### config.mk
export PLATFORM = sky130hd
export DESIGN_NAME = keypad_entry_flat
export DESIGN_NICKNAME = d
export VERILOG_FILES = /design/src/rtl/keypad_entry_if.sv /design/src/rtl/keypad_entry.sv /design/src/flat_wrapper.sv
export SDC_FILE = /design/constraint.sdc
export NUM_CORES = 1
export LEC_CHECK = 0
export ABC_AREA = 1
export BUFFER_PORTS_ARGS = -buffer_cell sky130_fd_sc_hd__buf_2
export CAP_MARGIN = 20
export CORE_MARGIN = 1.5
export CORE_UTILIZATION = 45
export CTS_CLUSTER_SIZE = 14
export DETAILED_ROUTE_END_ITERATION = 7
export PLACE_DENSITY_LB_ADDON = 0.15
export SETUP_SLACK_MARGIN = 0.05
export SYNTH_ARGS = -nofsm -noshare
export SYNTH_HDL_FRONTEND = slang
export SYNTH_SLANG_ARGS = --single-unit
### constraint.sdc
create_clock -name clk -period 2.2 [get_ports clk]
set_input_delay 0.33 -clock clk [delete_from_list [all_inputs] [get_ports clk]]
set_output_delay 0.33 -clock clk [all_outputs]
set_load 0.01 [all_outputs]
### src/rtl/keypad_entry_if.sv
// Committed-value handshake between the keypad entry block and the arming logic.
// The producer holds commit_valid/commit_bcd until a clock edge where commit_ready is also high.
interface keypad_entry_if #(
    parameter int NUM_DIGITS = 4
);
    logic                      commit_valid;
    logic [4*NUM_DIGITS-1:0]   commit_bcd;
    logic                      commit_ready;

    modport master (
        output commit_valid,
        output commit_bcd,
        input  commit_ready
    );

    modport slave (
        input  commit_valid,
        input  commit_bcd,
        output commit_ready
    );
endinterface

### src/rtl/keypad_entry.sv
// Keypad entry: debounces scanner codes, detects presses, builds a BCD entry with
// backspace/commit, hands the committed value off over valid/ready and times out idle entries.
module keypad_entry #(
    parameter int DEBOUNCE_CYCLES = 48000,
    parameter int NUM_DIGITS      = 4,
    parameter int TIMEOUT_CYCLES  = 480000000
) (
    input  logic                    clk,
    input  logic                    reset_n,
    input  logic [4:0]              key,
    output logic [4*NUM_DIGITS-1:0] entry_bcd,
    output logic [3:0]              entry_len,
    keypad_entry_if.master          commit,
    output logic                    key_event,
    output logic                    err_event,
    output logic                    timeout_event
);
    localparam int               W      = 4 * NUM_DIGITS;
    localparam int               DB_W   = $clog2(DEBOUNCE_CYCLES);
    localparam logic [DB_W-1:0]  DB_MAX = DB_W'(DEBOUNCE_CYCLES - 1);
    localparam logic [31:0]      TO_MAX = 32'(TIMEOUT_CYCLES - 1);
    localparam logic [3:0]       LEN_MAX = 4'(NUM_DIGITS);

    localparam logic [1:0] ST_IDLE  = 2'd0;
    localparam logic [1:0] ST_ENTRY = 2'd1;
    localparam logic [1:0] ST_HOLD  = 2'd2;

    localparam logic [4:0] KEY_NONE = 5'h00;
    localparam logic [4:0] KEY_STAR = 5'h1A;

    function automatic logic is_valid_code(input logic [4:0] code);
        return (code >= 5'h10) && (code <= 5'h1B);
    endfunction

    function automatic logic is_digit_code(input logic [4:0] code);
        return (code >= 5'h10) && (code <= 5'h19);
    endfunction

    logic [4:0]      cand_r;
    logic [DB_W-1:0] db_cnt_r;
    logic [4:0]      stable_r;
    logic [4:0]      prev_stable_r;
    logic            press_r;
    logic [4:0]      press_code_r;

    logic [1:0]      state_r;
    logic [W-1:0]    entry_bcd_r;
    logic [3:0]      entry_len_r;
    logic            commit_valid_r;
    logic [W-1:0]    commit_bcd_r;
    logic            key_event_r;
    logic            err_event_r;
    logic            timeout_event_r;
    logic [31:0]     idle_cnt_r;

    logic [1:0]      state_s;
    logic [W-1:0]    entry_bcd_s;
    logic [3:0]      entry_len_s;
    logic            commit_valid_s;
    logic [W-1:0]    commit_bcd_s;
    logic            key_event_s;
    logic            err_event_s;
    logic            timeout_event_s;
    logic [31:0]     idle_cnt_s;
    logic            valid_press_s;

    // Debounce: a code must persist DEBOUNCE_CYCLES samples before it becomes stable_r.
    always_ff @(posedge clk) begin
        if (!reset_n) begin
            cand_r   <= 5'h00;
            db_cnt_r <= '0;
            stable_r <= 5'h00;
        end else begin
            if (key != cand_r) begin
                cand_r   <= key;
                db_cnt_r <= '0;
            end else if (db_cnt_r != DB_MAX) begin
                db_cnt_r <= db_cnt_r + 1'b1;
            end else begin
                db_cnt_r <= db_cnt_r;
            end
            if (db_cnt_r == DB_MAX) begin
                stable_r <= cand_r;
            end else begin
                stable_r <= stable_r;
            end
        end
    end

    // Press edge: only a release-to-code transition of the stable key counts as a press.
    always_ff @(posedge clk) begin
        if (!reset_n) begin
            prev_stable_r <= 5'h00;
            press_r       <= 1'b0;
            press_code_r  <= 5'h00;
        end else begin
            prev_stable_r <= stable_r;
            press_r       <= (prev_stable_r == KEY_NONE) && (stable_r != KEY_NONE);
            press_code_r  <= stable_r;
        end
    end

    assign valid_press_s = press_r && is_valid_code(press_code_r);

    // Next-state and next-output logic for the entry FSM and idle timer.
    always_comb begin
        state_s         = state_r;
        entry_bcd_s     = entry_bcd_r;
        entry_len_s     = entry_len_r;
        commit_valid_s  = commit_valid_r;
        commit_bcd_s    = commit_bcd_r;
        key_event_s     = 1'b0;
        err_event_s     = 1'b0;
        timeout_event_s = 1'b0;
        idle_cnt_s      = 32'd0;
        case (state_r)
            ST_IDLE, ST_ENTRY: begin
                if (valid_press_s) begin
                    if (is_digit_code(press_code_r)) begin
                        if (entry_len_r < LEN_MAX) begin
                            entry_bcd_s = (entry_bcd_r << 4) | W'(press_code_r[3:0]);
                            entry_len_s = entry_len_r + 4'd1;
                            key_event_s = 1'b1;
                            state_s     = ST_ENTRY;
                        end else begin
                            err_event_s = 1'b1;
                        end
                    end else if (press_code_r == KEY_STAR) begin
                        if (entry_len_r != 4'd0) begin
                            entry_bcd_s = entry_bcd_r >> 4;
                            entry_len_s = entry_len_r - 4'd1;
                            key_event_s = 1'b1;
                            if (entry_len_r == 4'd1) begin
                                state_s = ST_IDLE;
                            end else begin
                                state_s = ST_ENTRY;
                            end
                        end else begin
                            err_event_s = 1'b1;
                        end
                    end else begin
                        if (state_r == ST_ENTRY) begin
                            commit_bcd_s   = entry_bcd_r;
                            commit_valid_s = 1'b1;
                            entry_bcd_s    = '0;
                            entry_len_s    = 4'd0;
                            key_event_s    = 1'b1;
                            state_s        = ST_HOLD;
                        end else begin
                            err_event_s = 1'b1;
                        end
                    end
                end else if (state_r == ST_ENTRY) begin
                    // A press on the timeout cycle takes priority, so the timeout sits in this else.
                    if (idle_cnt_r == TO_MAX) begin
                        entry_bcd_s     = '0;
                        entry_len_s     = 4'd0;
                        timeout_event_s = 1'b1;
                        state_s         = ST_IDLE;
                    end else begin
                        idle_cnt_s = idle_cnt_r + 32'd1;
                    end
                end else begin
                    idle_cnt_s = 32'd0;
                end
            end
            ST_HOLD: begin
                if (valid_press_s) begin
                    err_event_s = 1'b1;
                end else begin
                    err_event_s = 1'b0;
                end
                if (commit_valid_r && commit.commit_ready) begin
                    commit_valid_s = 1'b0;
                    state_s        = ST_IDLE;
                end else begin
                    commit_valid_s = commit_valid_r;
                end
            end
            default: begin
                state_s        = ST_IDLE;
                entry_bcd_s    = '0;
                entry_len_s    = 4'd0;
                commit_valid_s = 1'b0;
                commit_bcd_s   = '0;
            end
        endcase
    end

    // Register FSM state, entry, commit handshake and event pulses.
    always_ff @(posedge clk) begin
        if (!reset_n) begin
            state_r         <= ST_IDLE;
            entry_bcd_r     <= '0;
            entry_len_r     <= 4'd0;
            commit_valid_r  <= 1'b0;
            commit_bcd_r    <= '0;
            key_event_r     <= 1'b0;
            err_event_r     <= 1'b0;
            timeout_event_r <= 1'b0;
            idle_cnt_r      <= 32'd0;
        end else begin
            state_r         <= state_s;
            entry_bcd_r     <= entry_bcd_s;
            entry_len_r     <= entry_len_s;
            commit_valid_r  <= commit_valid_s;
            commit_bcd_r    <= commit_bcd_s;
            key_event_r     <= key_event_s;
            err_event_r     <= err_event_s;
            timeout_event_r <= timeout_event_s;
            idle_cnt_r      <= idle_cnt_s;
        end
    end

    assign entry_bcd           = entry_bcd_r;
    assign entry_len           = entry_len_r;
    assign commit.commit_valid = commit_valid_r;
    assign commit.commit_bcd   = commit_bcd_r;
    assign key_event           = key_event_r;
    assign err_event           = err_event_r;
    assign timeout_event       = timeout_event_r;
endmodule
### src/flat_wrapper.sv
// flat-port wrapper written by rule: the top's interface ports become plain ports
module keypad_entry_flat 
#(
    parameter int DEBOUNCE_CYCLES = 48000,
    parameter int NUM_DIGITS      = 4,
    parameter int TIMEOUT_CYCLES  = 480000000
)
  (clk, reset_n, key, entry_bcd, entry_len, key_event, err_event, timeout_event, commit_commit_valid, commit_commit_bcd, commit_commit_ready);
  keypad_entry_if #(.NUM_DIGITS(NUM_DIGITS)) commit_i ();
  input  logic clk;
  input  logic reset_n;
  input  logic [4:0] key;
  output logic [4*NUM_DIGITS-1:0] entry_bcd;
  output logic [3:0] entry_len;
  output logic key_event;
  output logic err_event;
  output logic timeout_event;
  output wire logic [$bits(commit_i.commit_valid)-1:0] commit_commit_valid;
  output wire logic [$bits(commit_i.commit_bcd)-1:0] commit_commit_bcd;
  input wire logic [$bits(commit_i.commit_ready)-1:0] commit_commit_ready;
  assign commit_commit_valid = commit_i.commit_valid;
  assign commit_commit_bcd = commit_i.commit_bcd;
  assign commit_i.commit_ready = commit_commit_ready;
  keypad_entry #(.DEBOUNCE_CYCLES(DEBOUNCE_CYCLES), .NUM_DIGITS(NUM_DIGITS), .TIMEOUT_CYCLES(TIMEOUT_CYCLES)) u_core (.clk(clk), .reset_n(reset_n), .key(key), .entry_bcd(entry_bcd), .entry_len(entry_len), .commit(commit_i), .key_event(key_event), .err_event(err_event), .timeout_event(timeout_event));
endmodule
# Word level (Yosys, flattened, before mapping)
# Cells that the tools add are included.
# classes
addsub,4
n_lt_le_gt_ge,4
eq_ne,18
mux,54
n_bitwise,5
reduce_logical,18
# ops
operator,count
$mux W16,12
$pmux W16 S2,2
$add A32 B1 Y32 const B,1
$eq A32 B29 Y1 const B,1
$mux W4,8
$mux W1,19
$mux W2,9
$add A16 B1 Y16 const B,1
$eq A16 B16 Y1 const B,1
$ne A16 B16 Y1 const B,1
$or A16 B4 Y16,1
$reduce_and A6 Y1,2
$le A5 B5 Y1 const B,2
$reduce_and A5 Y1,2
$pmux W4 S2,1
$ne A2 B1 Y1 const B,3
$ne A3 B1 Y1 const B,2
$eq A5 B5 Y1 const B,1
$ge A5 B5 Y1 const B,1
$logic_and A1 B1 Y1,5
$logic_not A5 Y1,1
$ne A5 B5 Y1,1
$ne A5 B5 Y1 const B,1
$reduce_bool A5 Y1,1
other kinds (18),24
# word_totals
regBits,106
in_bits,8
output_inout_bits,40
wordCells,117

# Longest topological paths before layout
# Gate-level depths: netlist of run 1.
# depth
depth_word,7
mapped_depth,12
mapped_depth_nobuf,11

# Worst setup path before layout of run 1
# Ideal clock, no wire load.
# synth_path
path_kind,flip-flop to flip-flop
start,register u_core.idle_cnt_r[0]
end,register u_core.state_r[0]
setup_ps,110
arrival_time_ps,1659
required_time_ps,2090
setup_slack_ps,431
stages_incl_launch_ff,13
n_path_buf,2
period_less_slack_ps,1769
cell_sequence,dfxtp_1 ha_1 nand2_1 nor2_2 nand2_2 nor2_1 nand2_1 nand2_1 buf_4 buf_4 nand4_1 nand2_1 nor2_1
# synth_via
elab_chain_cells,3
# synth_lines
element,line_no,text
from (decl),keypad_entry.sv:54,logic [31:0] idle_cnt_r;
from (signal assigned),keypad_entry.sv:211,idle_cnt_r <= idle_cnt_s;
$eq A32 B29 Y1,keypad_entry.sv:155,if (idle_cnt_r == TO_MAX) begin
$ne A3 B1 Y1 (no line),-,
$reduce_and A6 Y1 (no line),-,
to (signal assigned),keypad_entry.sv:203,state_r <= state_s;
to (decl),keypad_entry.sv:46,logic [1:0] state_r;
# No other way between the ends.
# A chain may end at the register's enable or synchronous reset.

# Final worst setup path of run 1
# layout_path
start,register u_core.idle_cnt_r[0]
end,register u_core.state_r[1]
# The elaborated chain is that of the path after synthesis.

==> results.toml, run 1 <==
[critical_path]
path_delay_family = "simple AND/OR/NAND/NOR gates"
crit_top_cell = "nand2_1"
rrSetupSlack_ns = 0.23
critPathKind = "flop to flop"
endpoint_kind = "flop"
crit_chain = "ha_2, nand2_1, nor2_2, nand2_2, nor2_1, nand2_1, nand2_2, buf_6, nand3_1, nand2_1, inv_1, nor2_1"
critPathMaxStageDelay_ns = 0.40
cpMaxStageDelayCell = "dfxtp_1"
crit_path_max_fanout = 19
startpoint_type = "flop"
timing.rr.end = "u_core.state_r[1]"
worstReg2RegStart = "u_core.idle_cnt_r[0]"
cp_data_required_time_ns = 2.50
crit_arrival_ns = 2.27
rr_worst_depth = 12
worst-path-buf-inv = 2

[logic_synthesis]
syn_area_mm2 = 0.00545
yosysWarnings = 0
synth_enable_flop_cells = 0
ys_ff_latch = 106
postSynthAreaPerCell_um2 = 6.70
async_flop_share_pct = 0
syn-num-nets = 827
synth_cell_types = 38
synthTopCellsByArea = "dfxtp_1 39%, nand2_1 13%, nand3_1 7.3%"
synth-seq-area-share_pct = 39.0
synth_largest_area_cell = "dfxtp_1"
synthCells = 813
ys.flop_type = "dfxtp_1"
synth_top_area_share_pct = 39.0

[route]
postRouteAntennaNets = 0
firstDrtPassIters = 5
wl_per_cell_um = 13.8
vias_per_cell = 5.20
wl_um = 14000
drc = 0
num_vias = 5266
drtIter0Drc = 414

[final_layout]
diodes = 0
final_layout_size_suffix_gt1_share_pct = 14.8
seqCellArea_mm2 = 0.00212
nets = 878
multi_input_area_mm2 = 0.00278
final_util_pct = 53.3
area_delta_synth_final_pct = 13.7
fill_cells = 1200

[floorplan]
dieHeight_um = 113
die_w_um = 113
core_area_mm2 = 0.0116
die_area_mm2 = 0.0128
start_util_pct = 46.9
io_pins = 48
rows = 39

[min_path]
holdPathStages = 3
holdPathEnd = "u_core.cand_r[3]"
hp-class = "input port to flop"
hold_start = "key[3]"

[cts]
cts-root-buf = "clkbuf_16"
clk_pin_slew_ns = 0.07
cts_buffers = 9
clockBufferDepth = 2
cts.htree.levels = 3
clk_latency_ns = 0.36
ctsHoldBuffers = 0
cts.sinks = 106
cts_tree = "yes"

[timing]
rsz0062_at_grt = "false"
slew-limit-headroom_pct = 60.5
report.final.hold_viol_count = 0
tns_ns = 0
finalMaxSlewViolations = 0
worst_slew_pin_slew_ns = 0.591
fin_crit_sh_pct = 89.5
fin_skew_ns = 0.0103
fin_crit_ns = 1.97
setup_viol = 0
max_freq_ghz = 0.508
timing.hold.ws_ns = 0.177

[placed_design]
gp_congestion = 0.943
dp_hpwl_um = 10400
port_buffers = 47

[pwr]
power_per_cell_area_mw_per_mm2 = 574
p_sw_share_pct = 22.5
p_comb_share_pct = 1.5
p_seq_share_pct = 54.1
intPower_uw = 2760
ir_drop_uv = 506
leakage_uw = 0.00249
p_clk_share_pct = 44.3
switchingPower_uw = 801

[global_route]
grt_pass1_vias = 4848
antenna_found_initial = 0
overflow = 0
grt_pass1_wl_um = 23300
grt_use_total_pct = 22.6
grt_max_degree = 35

[status]
status = "completed"

[flow_run]
cap_violations = 0
==> per-layer routing <==
| metal | GRT usage [%] | vias to the layer above | wire [um] |
|---|---|---|---|
| li1 | - | 2695 | - |
| met3 | 5.78 | 26 | 970 |
| met4 | 6.75 | 0 | 278 |
| met5 | 0 | - | 0 |
| met2 | 34.9 | 146 | 6130 |
| met1 | 31.3 | 2399 | 6600 |
==> per-stage QoR <==
step                      instance area, um^2  std cells  power, uW  setup WS (ns)
after floorplan                          5450        813       2010          0.431
after global placement                   5850        991       2020          0.250
after detailed placement                 5850        991       2030          0.195
after CTS                                6140       1007       3600          0.166
after global routing                     6190       1012       3680         0.0538
final                                    6190       1012       3560          0.230
==> cell usage after synthesis, drive strengths merged (13+ instances only) <==
cell	count
dfxtp	106
nand2	201
nor3	20
a21oi	47
o21ai	19
nand3	81
clkbuf	13
nor2	108
buf	14
inv	114
nand4	29
xor2	18
==> power by group through the flow <==
stage,logic (uW),registers (uW),clock network (uW)
5_1_grt,61.5,1930,1690
3_3_place_gp,53.4,1970,0
3_5_place_dp,54.8,1970,0
4_1_cts,54.8,1930,1620
6_report,54.7,1930,1580
2_1_floorplan,35.5,1970,0
==> how the worst max path moves through the flow <==
stage | slack (ns) | to | depth (start not counted) | start
after detailed placement | 0.20 | u_core.entry_bcd[5] | 11 | u_core.entry_len[0]
after floorplan | 0.43 | u_core.state_r[0] | 12 | u_core.idle_cnt_r[0]
after global routing | 0.05 | u_core.state_r[1] | 12 | u_core.idle_cnt_r[0]
after CTS | 0.17 | u_core.entry_bcd[15] | 11 | u_core.idle_cnt_r[0]
final | 0.23 | u_core.state_r[1] | 12 | u_core.idle_cnt_r[0]
after global placement | 0.25 | u_core.entry_len[0] | 11 | u_core.idle_cnt_r[0]
==> placed cells by master, fill, tap and decap left out, types with 2 or more instances in the layout <==
cell,count
a21oi_1,47
buf_2,47
buf_4,17
clkbuf_16,9
clkinv_4,2
dfxtp_1,106
ha_1,5
inv_1,92
inv_2,22
inv_6,3
nand2_1,192
nand2_2,9
nand3_1,79
nand3_4,2
nand4_1,29
nor2_1,103
nor2_2,3
nor3_1,19
nor3b_1,5
nor4_1,6
o211ai_1,3
o21a_1,2
o21ai_0,19
or2_0,2
or2_2,5
xnor2_1,7
xor2_1,18
==> repair_timing <==
action | CTS | global route
resized for setup | 0 | 4
buffers inserted | 0 | 4
setup endpoints to repair | 0 | 22
==> flip-flops by register name (all words and copies together) (netlist names), 2 cells and up <==
signal,count
u_core.idle_cnt_r,32
u_core.commit.commit_bcd,16
u_core.db_cnt_r,16
u_core.entry_bcd,16
u_core.cand_r,5
u_core.prev_stable_r,5
u_core.stable_r,5
u_core.entry_len,4
u_core.state_r,2
==> cell families after synthesis <==
family,count (synthesis),share of synthesized area (%)
xor+xnor,25,4.02
simple gates,461,38.0
flops,106,39.0
compound gates,74,7.21
buf+inv,141,10.4
fa+ha+maj,6,1.38
==> worst reg2reg max path, stage by stage (launching register included) <==
cell and delay, ns:
dfxtp_1 0.40, ha_2 0.26, nand2_1 0.09, nor2_2 0.19, nand2_2 0.09, nor2_1 0.10
nand2_1 0.11, nand2_2 0.16, buf_6 0.20, nand3_1 0.12, nand2_1 0.08, inv_1 0.04
nor2_1 0.08
==> layout make-up <==
class	instances	share of cell area (%)
timing repair buffer	66	6.36
clock buffer	10	3.86
tap	143	2.89
inverter	114	6.91
sequential	106	34.3
clock inverter	6	0.788
multi-input combinational	567	44.9
(Power assumes the default switching activity.)
==> run 2: changes to the inputs <==
--- a/config.mk
+++ b/config.mk
@@ -6,14 +6,17 @@
 export NUM_CORES = 1
 export LEC_CHECK = 0
 export ABC_AREA = 1
+export ABC_CLOCK_PERIOD_IN_PS = 2200
 export BUFFER_PORTS_ARGS = -buffer_cell sky130_fd_sc_hd__buf_2
 export CAP_MARGIN = 20
 export CORE_MARGIN = 1.5
 export CORE_UTILIZATION = 45
 export CTS_CLUSTER_SIZE = 14
 export DETAILED_ROUTE_END_ITERATION = 7
+export GPL_TIMING_DRIVEN = 0
 export PLACE_DENSITY_LB_ADDON = 0.15
 export SETUP_SLACK_MARGIN = 0.05
+export SLEW_MARGIN = 20
 export SYNTH_ARGS = -nofsm -noshare
 export SYNTH_HDL_FRONTEND = slang
 export SYNTH_SLANG_ARGS = --single-unit
==> results.toml, run 2 (same netlist as run 1, synthesis figures left out) <==
[cts]
clockBufferDepth = 2
clk_latency_ns = 0.36
cts.htree.levels = 3
cts-root-buf = "clkbuf_16"
cts_tree = "yes"
cts.sinks = 106
ctsHoldBuffers = 0
cts_buffers = 9
clk_pin_slew_ns = 0.07

[pwr]
ir_drop_uv = 491
power_per_cell_area_mw_per_mm2 = 577
leakage_uw = 0.00246

[route]
wl_per_cell_um = 13.9
wl_um = 14100
postRouteAntennaNets = 0
num_vias = 5259
drc = 0
drtIter0Drc = 294
firstDrtPassIters = 5
vias_per_cell = 5.16

[final_layout]
layout_commonest_cell = "nand2_1"
largest-register = "u_core.idle_cnt_r"
final_layout_size_suffix_gt1_share_pct = 14.0
final_util_pct = 53.1
multi_input_area_mm2 = 0.00277
nets = 885
area_delta_synth_final_pct = 13.2
largest_reg_flops = 32
final_cells = 1019
fill_cells = 1189
diodes = 0
seqCellArea_mm2 = 0.00212
final_cell_mix = "193 x nand2_1, 105 x dfxtp_1, 103 x nor2_1"

[floorplan]
io_pins = 48
die_area_mm2 = 0.0128
die_w_um = 113
core_area_mm2 = 0.0116
start_util_pct = 46.9
dieHeight_um = 113
rows = 39

[placed_design]
place_ws_ns = -0.0444
gp_congestion = 0.987
dp_hpwl_um = 10800
dp.cells = 1003
port_buffers = 47

[timing]
report.final.hold_viol_count = 0
fin_crit_sh_pct = 92.0
slew-limit-headroom_pct = 59.8
timing.hold.ws_ns = 0.172
finalMaxSlewViolations = 0
max_freq_ghz = 0.494
setup_viol = 0
tns_ns = 0
layout_setup_ws_ns = 0.175
rsz0062_at_grt = "false"
fin_crit_ns = 2.02
fin_skew_ns = 0.00701
worst_slew_pin_slew_ns = 0.601

[flow_run]
cap_violations = 0

[critical_path]
startpoint_type = "flop"
cp_data_required_time_ns = 2.45
crit_arrival_ns = 2.27
crit_path_max_fanout = 10
critPathKind = "flop to flop"
endpoint_kind = "flop"

[global_route]
met2_usage_pct = 34.9
grt_pass1_wl_um = 23300
busiest_layer = "met2"
grt_pass1_vias = 4868
antenna_found_initial = 0
overflow = 0
use_met3_pct = 4.71
grt_use_total_pct = 22.9
grt_max_degree = 19
gr-usage-met1_pct = 32.6

[min_path]
hp-class = "input port to flop"

[status]
status = "completed"
[run 2: cell types whose count changed in the layout (fill, tap and decap cells not counted), moves of 2 or more]
| cell | delta |
|---|---|
| buf_1 | +3 |
| buf_2 | +5 |
| clkbuf_1 | +10 |
| buf_6 | +2 |
| buf_4 | -14 |
| clkbuf_2 | +3 |
| clkinvlp_4 | +2 |
[run 2: worst paths after layout]
| kind | depth (start not counted) | endpoint | start | slack [ns] |
|---|---|---|---|---|
| max reg2reg | 11 | u_core.entry_bcd[2] | u_core.idle_cnt_r[0] | 0.18 |
| min | 3 | u_core.cand_r[4] | key[4] | 0.17 |
| max | 11 | u_core.entry_bcd[2] | u_core.idle_cnt_r[0] | 0.18 |
| min reg2reg | 2 | u_core.prev_stable_r[1] | u_core.stable_r[1] | 0.43 |
[run 2: what timing repair did]
action / 4_1_cts / 5_1_grt
setup endpoints to repair: 20 / 42
gates resized for setup: 2 / 6
buffers inserted: 0 / 0
pin swaps: 0 / 0
[run 2: report_power, final]
part / internal, uW / switching, uW
logic: 19.4 / 36.1
clock network: 811 / 768
registers: 1920 / 3.65
total: 2750 / 808
[run 2: stage by stage]
step           power (uW)  cell area (um^2)
2_1_floorplan        2010              5450
3_3_place_gp         2030              5860
3_5_place_dp         2030              5860
4_1_cts              3610              6150
5_1_grt              3670              6170
6_report             3560              6170
[run 2: per-layer routing]
metal  up-vias  wire length, um
met5         -                0
met4         0              213
met3        14              805
met2       129             6120
met1      2407             7010
li1       2709                -
[run 2: final cells by class]
| class | count | share of cell area, % |
|---|---|---|
| buffer | 27 | 2.35 |
| clock buffer | 10 | 3.88 |
| clock inverter | 6 | 0.812 |
| inverter | 114 | 6.94 |
| multi-input combinational | 566 | 44.9 |
| sequential | 106 | 34.4 |
| tap | 143 | 2.90 |
| timing repair buffer | 47 | 3.81 |
[run 2: worst max-delay path, stage by stage, from the launching register on]
cell and delay (ns):
dfxtp_2 0.37, ha_2 0.23, nand2_1 0.11, nor2_4 0.15
nand2_2 0.13, nor2_1 0.12, nand2_1 0.08, nand2_1 0.14
nand3_4 0.12, buf_4 0.20, nor2_1 0.19, nor2_1 0.07
==> run 3: changes to the inputs <==
--- a/config.mk
+++ b/config.mk
@@ -14,7 +14,7 @@
 export CTS_CLUSTER_SIZE = 14
 export DETAILED_ROUTE_END_ITERATION = 7
 export GPL_TIMING_DRIVEN = 0
-export PLACE_DENSITY_LB_ADDON = 0.15
+export PLACE_DENSITY = 0.74
 export SETUP_SLACK_MARGIN = 0.05
 export SLEW_MARGIN = 20
 export SYNTH_ARGS = -nofsm -noshare
==> results.toml, run 3 (same netlist as run 1, synthesis figures left out) <==
[flow_run]
cap_violations = 0

[timing]
report.final.hold_viol_count = 0
finalMaxSlewViolations = 0
max_freq_ghz = 0.504
fin_skew_ns = 0.00761
fin_crit_ns = 1.98
worst_slew_pin_slew_ns = 0.608
setup_viol = 0
timing.hold.ws_ns = 0.172
tns_ns = 0
slew-limit-headroom_pct = 59.3
fin_crit_sh_pct = 90.2
rsz0062_at_grt = "true"
layout_setup_ws_ns = 0.215

[cts]
clockBufferDepth = 2
ctsHoldBuffers = 0
cts-root-buf = "clkbuf_16"
cts_tree = "yes"
cts.sinks = 106
cts_buffers = 9
cts.htree.levels = 3
clk_pin_slew_ns = 0.08
clk_latency_ns = 0.36

[final_layout]
final_cell_mix = "192 x nand2_1, 105 x dfxtp_1, 103 x nor2_1"
largest-register = "u_core.idle_cnt_r"
diodes = 0
final_layout_size_suffix_gt1_share_pct = 14.5
layout_commonest_cell = "nand2_1"
nets = 887
final_cell_area_mm2 = 0.00621
largest_reg_flops = 32
area_delta_synth_final_pct = 14.0

[critical_path]
critPathLaunch = "u_core.idle_cnt_r[0]"
crit_arrival_ns = 2.22
cpMaxStageDelayCell = "dfxtp_2"
crit_path_max_fanout = 10
cp_data_required_time_ns = 2.44
critPathMaxStageDelay_ns = 0.37
critPathKind = "flop to flop"
crit_top_cell = "nand2_1"
startpoint_type = "flop"
crit_chain = "ha_2, nand2_1, nor2_4, nand2_4, nor2_1, nand2_1, nand2_1, clkbuf_1, nor2_1"
endpoint_kind = "flop"
worstReg2RegStart = "u_core.idle_cnt_r[0]"

[placed_design]
gp_congestion = 0.923
port_buffers = 47
dp_hpwl_um = 10100
place_ws_ns = 0.0212
placed_area_mm2 = 0.00586

[min_path]
hp-class = "input port to flop"
hold_start = "key[4]"

[floorplan]
start_util_pct = 46.9
core_area_mm2 = 0.0116
io_pins = 48
die_w_um = 113
rows = 39
dieHeight_um = 113
die_area_mm2 = 0.0128

[global_route]
grt_pass1_wl_um = 22500
grt_max_degree = 20
grt_use_total_pct = 21.8
overflow = 0
antenna_found_initial = 0
grt_pass1_vias = 4754

[pwr]
switchingPower_uw = 840
p_comb_share_pct = 1.6
intPower_uw = 2770
p_clk_share_pct = 45.1
leakage_uw = 0.00250
ir_drop_uv = 515
p_sw_share_pct = 23.3
p_seq_share_pct = 53.4
power_per_cell_area_mw_per_mm2 = 581

[status]
status = "completed"

[route]
postRouteAntennaNets = 0
wl_um = 13500
firstDrtPassIters = 5
vias_per_cell = 5.16
wl_per_cell_um = 13.2
drc = 0
num_vias = 5269
drtIter0Drc = 363
run 3: worst paths after layout:
path,to,slack (ns),depth (start not counted)
hold reg to reg,u_core.prev_stable_r[0],0.42,2
hold / removal,u_core.cand_r[4],0.17,3
setup reg to reg,u_core.idle_cnt_r[25],0.22,9
setup / recovery,u_core.idle_cnt_r[25],0.22,9
run 3: stage by stage:
step                      total power, uW  cells  util (%)
after global routing                 3740   1021      53.5
after CTS                            3650   1019      53.0
final                                3610   1021      53.5
after global placement               2030   1003      50.5
after detailed placement             2030   1003      50.5
after floorplan                      2010    813         -
run 3: metal layers:
layer / track usage, % / up-vias / wire, um
li1: - / 2724 / -
met1: 31.0 / 2386 / 6660
met2: 33.2 / 144 / 5720
met3: 5.20 / 15 / 944
met4: 5.67 / 0 / 184
met5: 0 / - / 0
run 3: power groups by stage:
| stage | clock, uW | sequential [uW] | combinational (uW) |
|---|---|---|---|
| 6_report | 1630 | 1920 | 57.0 |
| 3_3_place_gp | 0 | 1970 | 56.2 |
| 3_5_place_dp | 0 | 1970 | 56.9 |
| 5_1_grt | 1750 | 1930 | 64.3 |
| 2_1_floorplan | 0 | 1970 | 35.5 |
| 4_1_cts | 1660 | 1920 | 57.0 |
run 3: area by class of cell:
type                    count  area (um^2)
well taps                 143          179
repair buffers             49          250
clock buffers              10          239
plain buffers              27          148
inverters                 114          428
flip-flops and latches    106         2120
clock inverters             6         56.3
fillers                  1161         5410
multi-input cells         566         2790
run 3: worst max-delay path: cells and delay by family, from the launching register on:
kind	cells	cell delay, ns
DFF	1	0.37
adders and majority gates	1	0.23
buffers and inverters	1	0.37
and+or+nand+nor	7	0.88
run 3: repair_timing:
item / CTS / global route
gates resized for setup: 2 / 9
pin swaps: 0 / 1
endpoints found under the hold margin: 0 / 0
endpoints found under the setup margin: 17 / 57
buffers inserted: 0 / 2
